<file path="src/rtl/mem_loader_pkg.sv">
// mem_loader_pkg: shared types and constants for the data-memory preload loader.
//   state_t    - loader FSM states
//   mem_wr_t   - one preload write (byte address + word)
//   word_fits  - address range check done one bit wider than the address
package mem_loader_pkg;

  localparam int unsigned BYTE_W         = 8;
  localparam int unsigned WORD_W         = 32;
  localparam int unsigned ADDR_W         = 32;
  localparam int unsigned HDR_BYTES      = 2;
  localparam int unsigned BYTES_PER_WORD = 4;
  localparam int unsigned HDR_W          = HDR_BYTES * BYTE_W;
  localparam int unsigned IDX_W          = $clog2(BYTES_PER_WORD);

  typedef enum logic [2:0] {
    IDLE   = 3'd0,
    HDR_HI = 3'd1,
    HDR_LO = 3'd2,
    DATA   = 3'd3,
    DONE   = 3'd4
  } state_t;

  typedef struct packed {
    logic [ADDR_W-1:0] addr;
    logic [WORD_W-1:0] data;
  } mem_wr_t;

  // True when a full word at addr lies inside [0, limit); the extra bit
  // makes an address that wraps past 2^32 count as out of range.
  function automatic logic word_fits(input logic [ADDR_W-1:0] addr,
                                     input logic [ADDR_W:0]   limit);
    logic [ADDR_W:0] word_end;
    word_end = {1'b0, addr} + (ADDR_W+1)'(BYTES_PER_WORD);
    return (word_end <= limit);
  endfunction

endpackage

</file>
<file path="src/rtl/mem_loader_byte_packer.sv">
// mem_loader_byte_packer: collects stream bytes into big-endian 32-bit words.
//   clk, rst_n    - clock, async active-low reset
//   clear         - synchronous discard of any partially packed word
//   push, byte_in - one byte accepted this cycle
//   word_valid_c  - combinational: this push completes a word
//   word_c        - combinational: the completed word (first byte in [31:24])
module mem_loader_byte_packer
  import mem_loader_pkg::*;
(
  input  logic              clk,
  input  logic              rst_n,
  input  logic              clear,
  input  logic              push,
  input  logic [BYTE_W-1:0] byte_in,
  output logic              word_valid_c,
  output logic [WORD_W-1:0] word_c
);

  // Only the first three bytes need storage; the fourth arrives on byte_in.
  logic [WORD_W-BYTE_W-1:0] shift_q;
  logic [IDX_W-1:0]         idx_q;

  // Shift register and byte index; index wraps naturally after the 4th byte.
  always_ff @(posedge clk or negedge rst_n) begin
    if (!rst_n) begin
      shift_q <= '0;
      idx_q   <= '0;
    end else if (clear) begin
      shift_q <= '0;
      idx_q   <= '0;
    end else if (push) begin
      shift_q <= {shift_q[WORD_W-2*BYTE_W-1:0], byte_in};
      idx_q   <= idx_q + IDX_W'(1);
    end
  end

  assign word_valid_c = push && (idx_q == IDX_W'(BYTES_PER_WORD - 1));
  assign word_c       = {shift_q, byte_in};

endmodule

</file>
<file path="src/rtl/mem_loader.sv">
// mem_loader: drives the data memory preload port from a byte stream.
// Stream: 2-byte big-endian word count N, then 4N bytes packed big-endian.
//   clk, rst_n          - clock, async active-low reset
//   start               - arms a new load (honoured in IDLE or DONE)
//   in_valid, in_data   - byte stream in; in_ready - byte accepted this cycle
//   ext_data            - word to write
//   ext_data_addr       - word-aligned byte address of ext_data
//   ext_data_en         - one-cycle write strobe
//   cpu_hold            - core stall while a load is armed or running
//   done                - load finished, held until next start
//   err                 - sticky: a word fell outside MEM_BYTES
module mem_loader
  import mem_loader_pkg::*;
#(
  parameter logic [31:0] BASE_ADDR = 32'h0000_0000,
  parameter int unsigned MEM_BYTES = 256,
  parameter int unsigned CNT_W     = 16
) (
  input  logic              clk,
  input  logic              rst_n,
  input  logic              start,
  input  logic              in_valid,
  input  logic [BYTE_W-1:0] in_data,
  output logic              in_ready,
  output logic [WORD_W-1:0] ext_data,
  output logic [ADDR_W-1:0] ext_data_addr,
  output logic              ext_data_en,
  output logic              cpu_hold,
  output logic              done,
  output logic              err
);

  localparam logic [ADDR_W:0] MEM_LIMIT = (ADDR_W+1)'(MEM_BYTES);

  state_t             state_q, state_d;
  logic               armed_q;
  logic [BYTE_W-1:0]  hdr_hi_q, hdr_hi_d;
  logic [CNT_W-1:0]   words_left_q, words_left_d;
  logic               adv_q, adv_d;
  mem_wr_t            wr_q, wr_d;
  logic               wr_en_d;
  logic               in_ready_d, cpu_hold_d, done_d, err_d;

  logic               xfer_c;
  logic               start_ok_c;
  logic               push_c;
  logic               word_valid_c;
  logic [WORD_W-1:0]  word_c;
  logic [HDR_W-1:0]   hdr_full_c;
  logic [CNT_W-1:0]   hdr_count_c;
  logic               loading_c;

  assign xfer_c      = in_valid && in_ready;
  // armed_q keeps a start coincident with reset release from being taken.
  assign start_ok_c  = start && armed_q && ((state_q == IDLE) || (state_q == DONE));
  assign push_c      = xfer_c && (state_q == DATA);
  assign hdr_full_c  = {hdr_hi_q, in_data};
  assign hdr_count_c = CNT_W'(hdr_full_c);

  mem_loader_byte_packer u_packer (
    .clk          (clk),
    .rst_n        (rst_n),
    .clear        (start_ok_c),
    .push         (push_c),
    .byte_in      (in_data),
    .word_valid_c (word_valid_c),
    .word_c       (word_c)
  );

  // State and output registers.
  always_ff @(posedge clk or negedge rst_n) begin
    if (!rst_n) begin
      state_q      <= IDLE;
      armed_q      <= 1'b0;
      hdr_hi_q     <= '0;
      words_left_q <= '0;
      adv_q        <= 1'b0;
      wr_q         <= '{addr: BASE_ADDR, data: '0};
      ext_data_en  <= 1'b0;
      in_ready     <= 1'b0;
      cpu_hold     <= 1'b0;
      done         <= 1'b0;
      err          <= 1'b0;
    end else begin
      state_q      <= state_d;
      armed_q      <= 1'b1;
      hdr_hi_q     <= hdr_hi_d;
      words_left_q <= words_left_d;
      adv_q        <= adv_d;
      wr_q         <= wr_d;
      ext_data_en  <= wr_en_d;
      in_ready     <= in_ready_d;
      cpu_hold     <= cpu_hold_d;
      done         <= done_d;
      err          <= err_d;
    end
  end

  // Next-state logic.
  always_comb begin
    state_d = state_q;
    case (state_q)
      IDLE:    if (start_ok_c) state_d = HDR_HI;
      HDR_HI:  if (xfer_c) state_d = HDR_LO;
      HDR_LO:  if (xfer_c) state_d = (hdr_count_c == '0) ? DONE : DATA;
      DATA:    if (word_valid_c && (words_left_q == CNT_W'(1))) state_d = DONE;
      DONE:    if (start_ok_c) state_d = HDR_HI;
      default: state_d = IDLE;
    endcase
  end

  // Next values of the registered outputs, counters and write payload.
  always_comb begin
    loading_c    = (state_d == HDR_HI) || (state_d == HDR_LO) || (state_d == DATA);
    in_ready_d   = loading_c;
    cpu_hold_d   = loading_c;
    done_d       = (state_d == DONE);
    err_d        = err;
    wr_en_d      = 1'b0;
    wr_d         = wr_q;
    hdr_hi_d     = hdr_hi_q;
    words_left_d = words_left_q;
    adv_d        = 1'b0;

    // Address steps on the edge after each word, written or suppressed.
    if (adv_q) wr_d.addr = wr_q.addr + ADDR_W'(BYTES_PER_WORD);

    if (start_ok_c) begin
      err_d     = 1'b0;
      wr_d.addr = BASE_ADDR;
    end

    if ((state_q == HDR_HI) && xfer_c) hdr_hi_d = in_data;
    if ((state_q == HDR_LO) && xfer_c) words_left_d = hdr_count_c;

    if (word_valid_c) begin
      words_left_d = words_left_q - CNT_W'(1);
      adv_d        = 1'b1;
      wr_d.data    = word_c;
      // Out-of-range words are still consumed to keep the stream framed.
      if (word_fits(wr_q.addr, MEM_LIMIT)) wr_en_d = 1'b1;
      else                                 err_d   = 1'b1;
    end
  end

  assign ext_data      = wr_q.data;
  assign ext_data_addr = wr_q.addr;

endmodule

</file>
<file path="config.mk">
export PLATFORM = sky130hd
export DESIGN_NAME = mem_loader
export DESIGN_NICKNAME = d
export VERILOG_FILES = /design/src/rtl/mem_loader_pkg.sv /design/src/rtl/mem_loader_byte_packer.sv /design/src/rtl/mem_loader.sv
export SDC_FILE = /design/constraint.sdc
export NUM_CORES = 1
export LEC_CHECK = 0
export ABC_AREA = 1
export BUFFER_PORTS_ARGS = -buffer_cell sky130_fd_sc_hd__clkbuf_2
export CAP_MARGIN = 20
export CORE_ASPECT_RATIO = 1.1
export CORE_UTILIZATION = 35
export DETAILED_ROUTE_END_ITERATION = 12
export GPL_ROUTABILITY_DRIVEN = 1
export PLACE_DENSITY = 0.58
export SYNTH_ARGS = -nofsm -noshare
export SYNTH_HDL_FRONTEND = slang
export SYNTH_SLANG_ARGS = --single-unit
</file>
<file path="constraint.sdc">
create_clock -name clk -period 3.15 [get_ports clk]
set_clock_uncertainty 0.2 [all_clocks]
set_input_delay 0.315 -clock clk [delete_from_list [all_inputs] [get_ports clk]]
set_output_delay 0.315 -clock clk [all_outputs]
set_load 0.05 [all_outputs]
</file>
# After elaboration in Yosys (flattened, before gate mapping)
# Index checks and enable logic that the tools add are counted.
word_totals:
  register_bits: 123
  in_bits: 12
  out_inout_bits: 69
  wordCells: 65
classes:
  n_addsub: 4
  n_lt_le_gt_ge: 1
  n_eq_ne: 10
  mux: 20
  n_reduce_logical: 17
ops:
  columns: ["cell", "n"]
  rows:
  - ["$mux W32", 2]
  - ["$mux W24", 2]
  - ["$add A32 B3 Y33 const B", 1]
  - ["$le A33 B9 Y1 const B", 1]
  - ["$add A32 B3 Y32 const B", 1]
  - ["$mux W16", 2]
  - ["$eq A16 B1 Y1 const B", 1]
  - ["$logic_not A16 Y1", 1]
  - ["$sub A16 B1 Y16 const B", 1]
  - ["$mux W3", 5]
  - ["$eq A3 B2 Y1 const B", 4]
  - ["$pmux W3 S4", 1]
  - ["$logic_and A1 B1 Y1", 8]
  - ["$eq A3 B1 Y1 const B", 2]
  - ["$eq A3 B3 Y1 const B", 2]
  - ["$mux W1", 6]
  - ["$reduce_bool A2 Y1", 3]
  - ["$mux W2", 2]
  - ["$logic_not A3 Y1", 1]
  - ["$logic_or A1 B1 Y1", 3]
  - ["$add A2 B1 Y2 const B", 1]
  - ["$eq A2 B2 Y1 const B", 1]
  - ["$reduce_or A2 Y1", 1]

# Depth between registers and ports, before layout
# Gate-level depths: netlist (run 1).
logic_depth:
  word_depth: 9
  mapped_depth: 15
  ltp_nobuf: 14

# Hierarchy
# Synthesis (run 1) repeated with hierarchy kept, for this count alone.
unflattened:
  hier_cells: 807
  hier_area_um2: 6333.6
modules_own_cells:
  columns: ["mod", "instances", "cells_each", "area_each_um2", "seq_area_each_um2"]
  rows:
  - ["mem_loader", 1, 682, 5068.6, 2377.3]
  - ["mem_loader_byte_packer", 1, 125, 1265.0, 650.6]

# Least setup slack after synthesis (run 1)
# No wires, ideal clock.
synth_timing:
  kind: "register to register"
  startpoint: "reg wr_q, in the netlist ext_data_addr[3]"
  endpoint: "reg err"
  setup_time_ns: 0.118
  arrival_ns: 2.009
  slack_ns: 0.823
  path_stages_with_launch: 15
  n_path_buf: 0
  period_less_slack_ns: 2.327
  path_cell_list: "dfrtp_1 > ha_1 > nand3_2 > nor2_2 > nand2_1 > nand2_1 > nand2_1 > inv_2 > nand2_1 > nor2_1 > nand2_1 > nor2_1 > nand3_1 > nand2_1 > nand2_1"
synth_between:
  elab_chain_cells: 4
synth_lines:
  columns: ["item", "line_no", "source"]
  rows:
  - ["start: declaration", "mem_loader.sv:40", "mem_wr_t wr_q, wr_d;"]
  - ["start signal: assignment", "mem_loader.sv:78", "wr_q <= '{addr: BASE_ADDR, data: '0};"]
  - ["start signal: assignment", "mem_loader.sv:90", "wr_q <= wr_d;"]
  - ["$add A32 B3 Y33", "mem_loader_pkg.sv:33", "word_end = {1'b0, addr} + (ADDR_W+1)'(BYTES_PER_WORD);"]
  - ["$le A33 B9 Y1", "mem_loader_pkg.sv:34", "return (word_end <= limit);"]
  - ["$mux W1", "mem_loader.sv:141", "if (word_fits(wr_q.addr, MEM_LIMIT)) wr_en_d = 1'b1;"]
  - ["$mux W1", "mem_loader.sv:136", "if (word_valid_c) begin"]
  - ["named net err_d", "mem_loader.sv:42", "logic in_ready_d, cpu_hold_d, done_d, err_d;"]
  - ["end signal: assignment", "mem_loader.sv:95", "err <= err_d;"]
  - ["end: declaration", "mem_loader.sv:30", "output logic err"]
# The timed path passes the listed nets, and every way through them passes these cells.
# A chain may end at the register's enable or synchronous reset.

# Worst setup path after layout (run 1)
# Same ends and word-level chain as after synthesis.

==> results_dict.tcl, run 1 <==
set metrics [dict create \
    outcome "finished with violations" \
    failed_checks "design-rule violations" \
    vias 5230 \
    hold_end "words_left_q[7]" \
    critical_path.top_delay_family "simple AND/OR/NAND/NOR gates" \
    period_share 0.7856 \
    drc 4 \
    synth_area_leader_cell "dfrtp_1" \
    wirelength_um 15390 \
    grt_pass1_wl_um 25560 \
    die_y_um 138.0 \
    grt.overflow.total 0 \
    r2r-end "err" \
    grt_pass1_vias 5107 \
    max_cap_viol_count 0 \
    design.core.area_mm2 0.01637 \
    avgSynthCellArea_um2 7.837 \
    hold_violations 0 \
    crit_required_ps 3250 \
    cp_max_fo 7 \
    nNetsFinal 852 \
    die_area_mm2 0.01734 \
    period_minus_slack_ps 2475 \
    busiest_layer "met2" \
    firstDrtPassIters 10 \
    maxSlewViolCount 0 \
    synth_top_family_by_area "simple AND/OR/NAND/NOR gates" \
    arrival_ps 2570 \
    dp.cells 1018 \
    cts_tree "yes" \
    grt_max_degree 69 \
    irDropWorstVdd_mv 0.6085 \
    antenna_found_initial 0 \
    drive_gt1_frac 0.1606 \
    grt.total_usage 0.1885 \
    initial_utilization 0.3596 \
    reg2reg_depth 14 \
    ctsHtreeMaxLevel 4 \
    yosys_warnings 0 \
    worstHoldStart "in_data[7]" \
    cpMostUsedCell "nand2_1" \
    vias_per_cell 4.976 \
    holdWs_ps 57.17 \
    use_met2 0.3178 \
    setup_slack_ps 675.4 \
    rows 49 \
    hold_path.class "in2reg" \
    use_met3 0.04373 \
    pre_cts_slack_ps 684.2 \
    setup_viol 0 \
    postRouteAntennaNets 0 \
    synthTopCellsByArea "dfrtp_1 (51%), nand2_1 (14%), o21ai_0 (6.2%)" \
    ctsResizeCount 0 \
    cp-start-kind "register" \
    ys_seq_area_frac 0.5145 \
    ff2ff_setup_slack_ps 680 \
    timing.rr.start "ext_data_addr[3]" \
    synth_compound_area_frac 0.1307 \
    synth_area_mm2 0.005886 \
    path_buf_inv 1 \
    die_w_um 125.6 \
    tritoncts.num_buffers 17 \
    rsz0062_at_grt "no" \
    area_delta_synth_final_pct 22.32 \
    clkLatencyLatePin_ps 420 \
    drtIter0Drc 272 \
    globalplace.congestion 0.8607 \
    synth_top_area_share 0.5145 \
    clockRootBuffer "clkbuf_16" \
    critical_path_class "reg2reg" \
    io_buffers 78 \
    crit_slowest_cell "dfrtp_1" \
    totalPowerFinal_w 0.006172 \
    pwr_density_cell_mw_per_mm2 857.3 \
    ioPinCount 81 \
    crit_chain "ha_1 -> nand3_2 -> inv_2 -> nand2_1 -> nand2_1 -> nand2_1 -> nor2_1 -> nand3_1 -> nor2_1 -> nand2_1 -> nor2_1 -> nand3_1 -> nand2_1 -> nand2_1" \
    dpl.hpwl_um 10790 \
    routedWlPerCell_um 14.64 \
    holdPathStages 3 \
    tns_ps 0 \
    muxShareOfSynthArea 0 \
    max_freq_mhz 404.1 \
    cts_buffer_depth 2 \
    synth_seq_cells 121 \
    finalNonFillerCells 1051 \
    synth-xor-area-share 0.007440 \
    max_slew_margin 0.4945 \
    synth_cells 751 \
    max_stage_delay_ps 450 \
    clkTransAtPathRegs_ps 50 \
    synth_cell_type_count 35 \
    cts_sinks 121 \
    endpoint_kind "register" \
    leakage_nw 3.448 \
    gr-usage-met1 0.2414 \
    antenna_cells 0 \
    yosys.area_share.adder 0.008503 \
    tightest_slew_ps 757.4 \
    yosys.area_share.simple 0.2555 \
]
[layer usage]
| layer | wire [µm] | part of all wire | vias up |
|---|---|---|---|
| met5 | 0 | 0 | - |
| met2 | 7511 | 0.49 | 124 |
| met1 | 7070 | 0.46 | 2483 |
| met4 | 165 | 0.011 | 0 |
| li1 | - | - | 2606 |
| met3 | 639 | 0.042 | 17 |
[layout make-up]
cell class	count	area [µm²]
multi-input combinational	506	2381
clock inverter	11	221.5
inverter	102	382.9
fill	1639	9170
sequential	121	3028
timing repair buffer	88	488.0
clock buffer	19	442.9
tap	204	255.2
[state kept, by name (all words and copies together) (netlist names)]
signal,flops
adv_q,1
u_packer.idx_q,2
err,1
ext_data_addr,30
hdr_hi_q,8
armed_q,1
ext_data_en,1
words_left_q,16
u_packer.shift_q,24
ext_data,32
done,1
state_q,3
cpu_hold,1
[worst max path at each step]
stage,from,end,slack [ps],depth (start not counted)
floorplan,ext_data_addr[3],err,820,14
global placement,ext_data_addr[3],err,710,14
detailed placement,ext_data_addr[2],err,680,14
CTS,ext_data_addr[3],err,680,14
global route,ext_data_addr[3],err,470,14
finish,ext_data_addr[3],err,680,14
[cells in the final DEF, fill, tap and decap left out, types with 4 or more instances in the layout]
cell / count
clkbuf_16: 17
buf_4: 7
bufinv_16: 6
o211ai_1: 6
nor2_2: 6
inv_2: 7
nor2_1: 64
nand2_1: 216
dfrtp_1: 121
nor3_1: 8
xor2_1: 5
o21ai_0: 73
clkbuf_2: 77
nand3_1: 39
o22ai_1: 35
ha_1: 4
a21oi_1: 10
nand4_1: 12
inv_1: 95
[cells in the mapped netlist, drive strengths merged]
cell      n
o22ai    35
nand3    42
nor4      2
conb      2
o32ai     1
nor3      8
clkbuf   17
a221o     1
o221ai    3
dfrtp   121
and2      1
buf       6
nor2     72
and3      1
a32oi     1
o311ai    1
nand2   219
o21ai    76
or2       1
a31oi     2
o211ai    6
a21oi    10
inv     102
xor2      5
ha        4
nand4    12
[cells by family (layout without fill, tap and decap cells)]
| group | Yosys count | count (layout) |
|---|---|---|
| AO/OA/AOI/OAI | 136 | 136 |
| other | 2 | 3 |
| flip-flops | 121 | 121 |
| adder cells (fa/ha/maj) | 4 | 4 |
| XOR/XNOR | 5 | 5 |
| AND/OR/NAND/NOR | 358 | 358 |
| buffers and inverters | 125 | 220 |
[tightest hold or removal path, cell delays in order]
cell and delay (ps):
clkbuf_2 110, o21ai_0 80, a21oi_1 110
[repair_timing]
action	in CTS	in global routing
hold buffers	3	0
hold endpoints to repair	45	0
setup buffers	0	0
[power breakdown]
part           leakage [nW]  switching (W)  internal (W)
logic                  1.50        0.00125      0.000470
registers              1.63       0.000270       0.00197
clock network         0.315       0.000712       0.00150
[stage by stage]
| step | instance area, µm² | util |
|---|---|---|
| 2_1_floorplan | 5889 | - |
| 3_3_place_gp | 6505 | 0.3974 |
| 3_5_place_dp | 6505 | 0.3974 |
| 4_1_cts | 7199 | 0.4398 |
| 5_1_grt | 7199 | 0.4398 |
| 6_report | 7199 | 0.4398 |
(Power assumes the default switching activity.)
==> run 2, diff against run 1 <==
--- a/config.mk
+++ b/config.mk
@@ -5,14 +5,14 @@
 export SDC_FILE = /design/constraint.sdc
 export NUM_CORES = 1
 export LEC_CHECK = 0
-export ABC_AREA = 1
+export ABC_AREA = 0
 export BUFFER_PORTS_ARGS = -buffer_cell sky130_fd_sc_hd__clkbuf_2
 export CAP_MARGIN = 20
 export CORE_ASPECT_RATIO = 1.1
 export CORE_UTILIZATION = 35
 export DETAILED_ROUTE_END_ITERATION = 12
 export GPL_ROUTABILITY_DRIVEN = 1
-export PLACE_DENSITY = 0.58
+export PLACE_DENSITY = 0.6
 export SYNTH_ARGS = -nofsm -noshare
 export SYNTH_HDL_FRONTEND = slang
 export SYNTH_SLANG_ARGS = --single-unit
==> constraint.sdc (replaced) <==
create_clock -name clk -period 2.1 [get_ports clk]
set_clock_uncertainty 0.2 [all_clocks]
set_input_delay 0.21 -clock clk [delete_from_list [all_inputs] [get_ports clk]]
set_output_delay 0.21 -clock clk [all_outputs]
set_load 0.05 [all_outputs]
==> results_dict.tcl, run 2 <==
set metrics [dict create \
    dpl.hpwl_um 12370 \
    vias_per_cell 5.307 \
    drive_gt1_frac 0.4174 \
    hold_violations 0 \
    die_y_um 139.3 \
    layout_common_cells "buf_4 (122), nand2_1 (109), dfrtp_1 (98), clkbuf_2 (77), nor2_1 (45)" \
    die_w_um 126.8 \
    synth-main-ff-cell "dfrtp_1" \
    crit_required_ps 2240 \
    max_freq_mhz 440.1 \
    setup_viol 4 \
    rsz0062_at_grt "yes" \
    design.core.area_mm2 0.01655 \
    cp_max_fo 5 \
    avgSynthCellArea_um2 9.673 \
    grt.total_usage 0.2076 \
    dp.cells 990 \
    fillers 1521 \
    clkTransAtPathRegs_ps 60 \
    initial_utilization 0.3623 \
    leakage_nw 3.946 \
    switching_power_w 0.006912 \
    globalplace.congestion 0.9159 \
    intPower_w 0.008205 \
    final_common_cell "buf_4" \
    critical_path_class "reg2reg" \
    final_area_mm2 0.008564 \
    grt_pass1_vias 5667 \
    hold_path.class "in2reg" \
    synth_cell_type_count 60 \
    totalPowerFinal_w 0.01512 \
    synth_top_area_share 0.5049 \
    maxSlewViolCount 0 \
    ctsHtreeMaxLevel 4 \
    synth-edff-count 0 \
    ys_seq_area_frac 0.5049 \
    rows 49 \
    postRouteAntennaNets 0 \
    power_frac_comb 0.531 \
    ioPinCount 81 \
    pwr-share-clk 0.192 \
    p_sw_frac 0.4572 \
    p_seq_frac 0.277 \
    largest_register_ffs 32 \
    die_area_mm2 0.01766 \
    grt.overflow.total 0 \
    max_stage_delay_ps 440 \
    clkLatencyLatePin_ps 410 \
    period_minus_slack_ps 2272 \
    drtIter0Drc 375 \
    tritoncts.num_buffers 17 \
    synth_cells 620 \
    ys_async_sr_fraction 1.000 \
    irDropWorstVdd_mv 0.9817 \
    cts_sinks 121 \
    yosys-top-cells-count "dfrtp_1 (121), nand2_1 (113), nor2_1 (48)" \
    endpoint_kind "register" \
    vias 5546 \
    wirelength_um 17320 \
    arrival_ps 2420 \
    clockRootBuffer "clkbuf_16" \
    antenna_found_initial 0 \
    failed_checks "negative setup slack" \
    setup_slack_ps -172.0 \
    finalNonFillerCells 1045 \
    grt_pass1_wl_um 28990 \
    period_share 1.082 \
    yosys_warnings 0 \
    placed_cell_area_mm2 0.007548 \
    yosys.cell_count.top_type "dfrtp_1" \
    drc 0 \
    antenna_cells 0 \
    crit_chain "and3_2 -> and4_1 -> and3b_1 -> xnor2_2 -> nand4_1 -> nor4_4 -> and2_1" \
    crit_slowest_cell "dfrtp_2" \
    pre_cts_slack_ps -259.4 \
    synth_seq_cells 121 \
    synth_area_leader_cell "dfrtp_1" \
    io_buffers 78 \
    synthTopCellsByArea "dfrtp_1 (50%), nand2_1 (7.1%), mux2_2 (6.2%)" \
    pwr_density_cell_mw_per_mm2 1765 \
    cts_buffer_depth 2 \
    cp-start-kind "register" \
    grt_max_degree 70 \
    area_delta_synth_final_pct 42.81 \
    nNetsFinal 845 \
    synth_area_mm2 0.005997 \
    routedWlPerCell_um 16.57 \
    firstDrtPassIters 4 \
    cts_tree "yes" \
    holdWs_ps 34.53 \
    outcome "finished with violations" \
    max_cap_viol_count 0 \
]
## run 2: cell types whose count changed after synthesis, sizes merged, moves of 10 or more
cell	before	now
or3	0	10
mux2	0	33
o21ai	76	16
o22ai	35	0
xor2	5	15
nand4	12	24
a21oi	10	23
nand2	219	113
nor4	2	13
nor2	72	50
inv	102	10
xnor2	0	13
## run 2: timing repair
| item | CTS | global route |
|---|---|---|
| pin swaps | 18 | 11 |
| buffers inserted | 12 | 4 |
| endpoints found under the hold margin | 153 | 0 |
| setup endpoints to repair | 8 | 24 |
| resized for setup | 26 | 26 |
| hold buffers | 10 | 0 |
## run 2: final cells by class
cell class | instances | area, µm² | area share
flip-flops and latches | 121 | 3057 | 0.3569
clock buffers | 19 | 442.9 | 0.05172
repair buffers | 223 | 1577 | 0.1841
inverters | 11 | 45.04 | 0.005259
well taps | 204 | 255.2 | 0.02980
clock inverters | 12 | 142.6 | 0.01665
multi-input cells | 455 | 3045 | 0.3556
## run 2: metal layers
layer | part of all wire | vias to the layer above | global-route usage
met1 | 0.43 | 2734 | 0.2567
li1 | - | 2617 | -
met4 | 0.024 | 0 | 0.08271
met3 | 0.036 | 35 | 0.03806
met5 | 0 | - | 0
met2 | 0.51 | 160 | 0.3569
## run 2: critical path: cells and delay by family (launching register included)
| kind | cells | cell delay, ps |
|---|---|---|
| DFF | 1 | 440 |
| xor gates and xnor gates | 1 | 180 |
| and+or+nand+nor | 6 | 1380 |
## run 2: worst paths after layout
| path | from | end | slack (ps) | cells past startpoint |
|---|---|---|---|---|
| worst min register to register | ext_data[4] | ext_data[4] | 290 | 2 |
| max in group asynchronous | rst_n | ext_data_addr[12] | 730 | 3 |
| min in group asynchronous | rst_n | words_left_q[15] | 210 | 3 |
| worst max register to register | ext_data_addr[13] | ext_data_en | -170 | 7 |
| worst min-delay path | in_valid | state_q[0] | 30 | 3 |
| worst max-delay path | ext_data_addr[13] | ext_data_en | -170 | 7 |
## run 2: kinds of logic (layout without fill, tap and decap cells)
group | after synthesis | after routing | share of synthesized area
fa+ha+maj | 4 | 4 | 0.008346
simple gates | 306 | 306 | 0.2579
other cells | 2 | 3 | 0.001252
flops | 121 | 121 | 0.5049
mux | 38 | 38 | 0.07031
buf+inv | 45 | 265 | 0.03150
compound gates | 76 | 76 | 0.08492
xor+xnor | 28 | 28 | 0.04089
## run 2: power groups by stage
stage	combinational, W	clock (W)	sequential [W]
CTS	0.00789	0.00296	0.00417
finish	0.00802	0.00290	0.00419
global placement	0.00734	0	0.00414
global route	0.00863	0.00306	0.00432
floorplan	0.00299	0	0.00587
detailed placement	0.00742	0	0.00419
## run 2: stage by stage
stage,util,TNS (ps)
global route,0.5174,-1134
finish,0.5174,-366.5
detailed placement,0.4560,-734.6
CTS,0.5104,-331.1
floorplan,-,-645.1
global placement,0.4560,-554.6
